$ cat config.mk
export PLATFORM = sky130hd
export DESIGN_NAME = vga_sync_decoder
export DESIGN_NICKNAME = d
export VERILOG_FILES = /design/src/rtl/vga_sync_decoder.sv
export SDC_FILE = /design/constraint.sdc
export NUM_CORES = 1
export LEC_CHECK = 0
export ABC_CLOCK_PERIOD_IN_PS = 3400
export CAP_MARGIN = 20
export CELL_PAD_IN_SITES_DETAIL_PLACEMENT = 1
export CELL_PAD_IN_SITES_GLOBAL_PLACEMENT = 1
export CORE_ASPECT_RATIO = 0.75
export CORE_MARGIN = 3
export CORE_UTILIZATION = 30
export CTS_CLUSTER_DIAMETER = 80
export DETAILED_ROUTE_END_ITERATION = 10
export DONT_BUFFER_PORTS = 1
export PLACE_DENSITY_LB_ADDON = 0.1
export RECOVER_POWER = 50
export SYNTH_ARGS = -nofsm -noshare
export SYNTH_HDL_FRONTEND = slang
export SYNTH_SLANG_ARGS = --single-unit
$ cat constraint.sdc
create_clock -name clk -period 3.4 [get_ports clk]
set_input_delay 0.85 -clock clk [delete_from_list [all_inputs] [get_ports clk]]
set_output_delay 0.85 -clock clk [all_outputs]
set_load 0.005 [all_outputs]
$ cat src/rtl/vga_sync_decoder.sv
// vga_sync_decoder
// Recovers pixel coordinates from asynchronous, active-low hsync/vsync.
// Line and frame lengths are measured. Lock is declared only after one full
// frame shows a consistent line length. The next vsync must also confirm
// the frame length.
//
// Ports
//   clk          pixel clock, all logic on its rising edge
//   reset        asynchronous, active-high reset
//   hys, vys     active-low sync pulses, asynchronous to clk
//   rgb_r/g/b    pixel colour bits
//   px_x, px_y   registered horizontal / vertical counts
//   de           registered data enable (active window and locked)
//   pix_r/g/b    colour aligned with px_x/px_y, forced 0 when de=0
//   locked       1 exactly while the FSM is in LOCKED
//   line_len     clocks per line, taken from the last completed line
//   frame_lines  lines per frame, taken from the last completed frame
//   lock_lost    one-cycle pulse on the LOCKED-to-SEARCH transition
//   dbg_state    current FSM state (0 SEARCH, 1 MEASURE, 2 LOCKED)
//
// Flow semantics: a pure streaming sink/source with no valid/ready
// handshake. de acts as the valid qualifier for px_x/px_y/pix_*, and
// there is no backpressure.
module vga_sync_decoder #(
  parameter int H_ACT_START = 114,
  parameter int H_ACT_END   = 784,
  parameter int V_ACT_START = 34,
  parameter int V_ACT_END   = 630
) (
  input  logic        clk,
  input  logic        reset,
  input  logic        hys,
  input  logic        vys,
  input  logic        rgb_r,
  input  logic        rgb_g,
  input  logic        rgb_b,
  output logic [9:0]  px_x,
  output logic [10:0] px_y,
  output logic        de,
  output logic        pix_r,
  output logic        pix_g,
  output logic        pix_b,
  output logic        locked,
  output logic [9:0]  line_len,
  output logic [10:0] frame_lines,
  output logic        lock_lost,
  output logic [1:0]  dbg_state
);

  typedef enum logic [1:0] {
    SEARCH  = 2'd0,
    MEASURE = 2'd1,
    LOCKED  = 2'd2
  } state_t;

  localparam logic [9:0]  HA_S = 10'(H_ACT_START);
  localparam logic [9:0]  HA_E = 10'(H_ACT_END);
  localparam logic [10:0] VA_S = 11'(V_ACT_START);
  localparam logic [10:0] VA_E = 11'(V_ACT_END);

  state_t      state;
  logic [2:0]  hs_sr;   // [0],[1] synchroniser, [2] history
  logic [2:0]  vs_sr;
  logic [2:0]  r_dly, g_dly, b_dly;
  logic [9:0]  h_cnt;
  logic [10:0] v_cnt;
  logic        line_ok;

  logic        hf, vf;
  logic        h_sat, v_sat;
  logic [9:0]  new_len;
  logic [10:0] new_frame;
  logic        len_mis, frame_mis, drop, in_win, de_n;

  assign dbg_state = state;

  // Falling edge: history still high, synchronised value now low.
  assign hf = hs_sr[2] & ~hs_sr[1];
  assign vf = vs_sr[2] & ~vs_sr[1];

  assign h_sat     = (h_cnt == 10'd1023);
  assign v_sat     = (v_cnt == 11'd2047);
  assign new_len   = h_sat ? 10'd1023 : h_cnt + 10'd1;
  assign new_frame = v_sat ? 11'd2047 : v_cnt + 11'd1;
  assign len_mis   = hf && (new_len != line_len);
  assign frame_mis = (new_frame != frame_lines);

  // Loss condition evaluated in LOCKED. It also masks de on the very edge
  // that leaves LOCKED, so de never shows 1 while locked reads 0.
  assign drop = (state == LOCKED) &&
                (len_mis || (vf && frame_mis) || h_sat || v_sat);

  assign in_win = (h_cnt >= HA_S) && (h_cnt < HA_E) &&
                  (v_cnt >= VA_S) && (v_cnt < VA_E);
  assign de_n   = (state == LOCKED) && !drop && in_win;

  // Synchronisers (idle-high) and colour delay line.
  always_ff @(posedge clk or posedge reset) begin
    if (reset) begin
      hs_sr <= 3'b111;
      vs_sr <= 3'b111;
      r_dly <= 3'b000;
      g_dly <= 3'b000;
      b_dly <= 3'b000;
    end else begin
      hs_sr <= {hs_sr[1:0], hys};
      vs_sr <= {vs_sr[1:0], vys};
      r_dly <= {r_dly[1:0], rgb_r};
      g_dly <= {g_dly[1:0], rgb_g};
      b_dly <= {b_dly[1:0], rgb_b};
    end
  end

  // Free-running counters and line length measurement.
  always_ff @(posedge clk or posedge reset) begin
    if (reset) begin
      h_cnt    <= 10'd0;
      v_cnt    <= 11'd0;
      line_len <= 10'd0;
    end else begin
      if (hf) begin
        h_cnt    <= 10'd0;
        line_len <= new_len;
      end else if (!h_sat) begin
        h_cnt <= h_cnt + 10'd1;
      end
      if (vf)
        v_cnt <= 11'd0;
      else if (hf && !v_sat)
        v_cnt <= v_cnt + 11'd1;
    end
  end

  // Lock FSM with registered locked / lock_lost / frame_lines.
  always_ff @(posedge clk or posedge reset) begin
    if (reset) begin
      state       <= SEARCH;
      line_ok     <= 1'b0;
      frame_lines <= 11'd0;
      locked      <= 1'b0;
      lock_lost   <= 1'b0;
    end else begin
      lock_lost <= 1'b0;
      case (state)
        SEARCH: begin
          if (vf) begin
            state   <= MEASURE;
            line_ok <= 1'b1;
          end
        end
        MEASURE: begin
          if (vf) begin
            frame_lines <= new_frame;
            // The line closing on this same edge must also match.
            if (line_ok && !len_mis && !h_sat && !v_sat) begin
              state  <= LOCKED;
              locked <= 1'b1;
            end else begin
              line_ok <= 1'b1;
            end
          end else if (len_mis || h_sat || v_sat) begin
            line_ok <= 1'b0;
          end
        end
        LOCKED: begin
          if (vf)
            frame_lines <= new_frame;
          if (drop) begin
            state     <= SEARCH;
            locked    <= 1'b0;
            lock_lost <= 1'b1;
          end
        end
        default: begin
          state  <= SEARCH;
          locked <= 1'b0;
        end
      endcase
    end
  end

  // Output stage: coordinates, enable and colour registered together.
  always_ff @(posedge clk or posedge reset) begin
    if (reset) begin
      px_x  <= 10'd0;
      px_y  <= 11'd0;
      de    <= 1'b0;
      pix_r <= 1'b0;
      pix_g <= 1'b0;
      pix_b <= 1'b0;
    end else begin
      px_x  <= h_cnt;
      px_y  <= v_cnt;
      de    <= de_n;
      pix_r <= de_n & r_dly[2];
      pix_g <= de_n & g_dly[2];
      pix_b <= de_n & b_dly[2];
    end
  end

endmodule

==> out/results.ini <==
[run_status]
status = complete, but fails checks
violations = capacitance limit, slew limit

[critical_path]
r2r_slack_ns = 0.24
worst-r2r-cell-count = 9
worst_path_largest_cell_delay_ns = 0.79
critPathKind = reg2reg
worst_path_max_delay_cell = nor3_1
r2r-end = dbg_state[0]
worst-path-buf-inv = 0
crit_fanout = 8
reg2reg_from = v_cnt[1]
worstPathArrival_ns = 3.40
path_cells = ha_1, nand3_2, nor3_1, a221oi_1, a31o_2, nand3b_1, o21ai_2, nand3_1, a311oi_1
path_delay_family = simple AND/OR/NAND/NOR gates
cp-end-kind = flop
critPathRequiredTime_ns = 3.64
crit_path_start_kind = flop

[clock_tree]
htree_num_levels = 3
clock_path_buffers = 2
clk_pin_slew_ns = 0.07
cts_buffers = 9
cts_hold_buf = 0
cts_sinks = 87
clockRootBuffer = clkbuf_16
clock_latency_ns = 0.34
cts_tree = yes
cts_resized = 0
cts_setup_buffers = 0

[hold_path]
hold_depth = 0
hp-start = r_dly[1]
min_to = r_dly[2]
hold_class = reg2reg

[synth]
synth_top_area_frac = 0.484
synthesis.area_sq_mm = 0.00419
syn-num-nets = 420
synth_seq_area_share = 0.522
ys_seq_elements = 87
syn_inst = 406
synth_compound_area_frac = 0.146
synthFlopType = dfrtp_1
syn_avg_cell_area_sq_um = 10.3
synth-simple-area-share = 0.199
synthMuxAreaShare = 0.0149
yosysWarnings = 0
synth_edf_count = 0
synthAdderAreaFrac = 0.0209
synth_xor_area_frac = 0.0439
yosys.cell_types.count = 66
synth_largest_area_cell = dfrtp_1
synthArstFlopShare = 1.00
synth.area.top_cells = dfrtp_1, dfstp_2, nor2_1
synth_top_family_by_area = simple AND/OR/NAND/NOR gates

[place]
gp_congestion = 0.869
dp_cells = 568
port_buffers = 0
place_area_sq_mm = 0.00435
dp_hpwl_mm = 8.18

[final_layout]
mostFrequentLayoutCells = dfrtp_1, nor2_1, nand2_1, o21ai_0, a21oi_1
post-route-util = 0.346
final_cells = 584
layout-drive-gt1-share = 0.133
finalNetCount = 422
antenna_cells = 0
fill_cells = 1506
final_area_sq_mm = 0.00461
layout_commonest_cell = dfrtp_1
syn2layout_area_growth_pct = 10.2

[route]
drt-pass1-iter-count = 4
first_iter_violations = 165
drc = 0
avgViaCountPerCell = 5.27
routedWlPerCell_um = 19.6
routed_wl_mm = 11.5
ant_nets = 0
num_vias = 3078

[timing]
post-route-period-util = 0.929
setup_viol = 0
clock_skew_ns = 0.00714
layout_min_cycle_time_ns = 3.16
grt_setup_unrepaired = no
hold_violations = 0
final-max-slew-violation-count = 1
finalSetupTns_ns = 0
max_slew_margin = -0.00346
worst_pin_slew_ns = 1.50
fmax_mhz = 316

[power]
power_mw = 3.04
p_leak_nw = 1.95
ir_worst_vdd_mv = 0.246
p_per_area_mw_per_mm2 = 659

[die]
initial_core_util = 0.314
chipHeight_um = 108
die_w_um = 142
die_area_sq_mm = 0.0154
rows = 36
core_area_sq_mm = 0.0133
ios = 57

[global_routing]
grt_pass1_vias = 3094
grt_first_pass_wirelength_mm = 18.7
antenna_found_initial = 0
grt_max_degree = 55
grt_overflow_total = 0
grt_usage = 0.157

[run]
max_cap_violations = 1

layout make-up:
| cell class | instances | area (sq um) | share of cell area |
|---|---|---|---|
| clock inverter | 7 | 85.1 | 0.0184 |
| timing repair buffer | 15 | 76.3 | 0.0165 |
| tap | 171 | 214 | 0.0464 |
| inverter | 13 | 50.0 | 0.0108 |
| sequential | 87 | 2180 | 0.473 |
| multi-input combinational | 282 | 1780 | 0.386 |
| clock buffer | 9 | 225 | 0.0488 |
worst max path at each step:
| stage | from | end | cells after the start |
|---|---|---|---|
| after floorplan | reset | b_dly[0] | 1 |
| final | v_cnt[1] | dbg_state[0] | 9 |
| after global routing | v_cnt[1] | dbg_state[0] | 9 |
| after CTS | v_cnt[1] | dbg_state[0] | 9 |
| after detailed placement | v_cnt[1] | dbg_state[0] | 9 |
| after global placement | v_cnt[1] | dbg_state[0] | 9 |
sequential cells by signal, summed over array words and instances (netlist names), 3 cells and up:
| register | cells |
|---|---|
| h_cnt | 10 |
| hs_sr | 3 |
| frame_lines | 11 |
| vs_sr | 3 |
| line_len | 10 |
| v_cnt | 11 |
| g_dly | 3 |
| px_x | 10 |
| px_y | 11 |
| b_dly | 3 |
| r_dly | 3 |
metal layers:
| layer | GRT usage | part of all wire | up-vias |
|---|---|---|---|
| met2 | 0.207 | 0.41 | 53 |
| met1 | 0.244 | 0.53 | 1565 |
| met5 | 0 | 0 | - |
| li1 | - | - | 1458 |
| met3 | 0.0517 | 0.057 | 2 |
| met4 | 0.0366 | 0.0033 | 0 |
report_power, final:
part           leakage [nW]  switching, mW  internal (mW)
clock network         0.153          0.461          0.587
registers              1.13          0.200           1.18
logic                 0.672          0.350          0.266
total                  1.95           1.01           2.03
kinds of logic (layout without fill, tap and decap cells):
kind of cell,count (synthesis),in the layout
and+or+nand+nor,158,158
AOI/OAI and AO/OA,90,90
DFF,87,87
buffers and inverters,37,44
xor gates and xnor gates,21,21
adders and majority gates,7,7
muxes,6,6
worst reg2reg max path, stage by stage, from the launching register on:
cell and delay (ns):
dfrtp_1 0.50, ha_1 0.27, nand3_2 0.16, nor3_1 0.79, a221oi_1 0.22, a31o_2 0.27, nand3b_1 0.19, o21ai_2 0.23
nand3_1 0.15, a311oi_1 0.29
metrics by stage:
stage	setup WS, ns	hold slack [ns]
6_report	0.240	0.357
5_1_grt	0.000158	0.362
4_1_cts	0.228	0.361
3_5_place_dp	0.254	0.337
3_3_place_gp	0.250	0.336
2_1_floorplan	0.310	0.331
cell usage after synthesis (6+ instances only):
master,number
ha_1,7
nor3_1,8
nor2_1,40
dfrtp_1,81
a31oi_1,10
nand2_1,37
xor2_1,10
xnor2_1,11
clkbuf_1,7
a21oi_1,16
nand4_1,8
nand3_1,13
o21ai_0,23
inv_1,13
dfstp_2,6
Power figures use the tool's default switching activity.
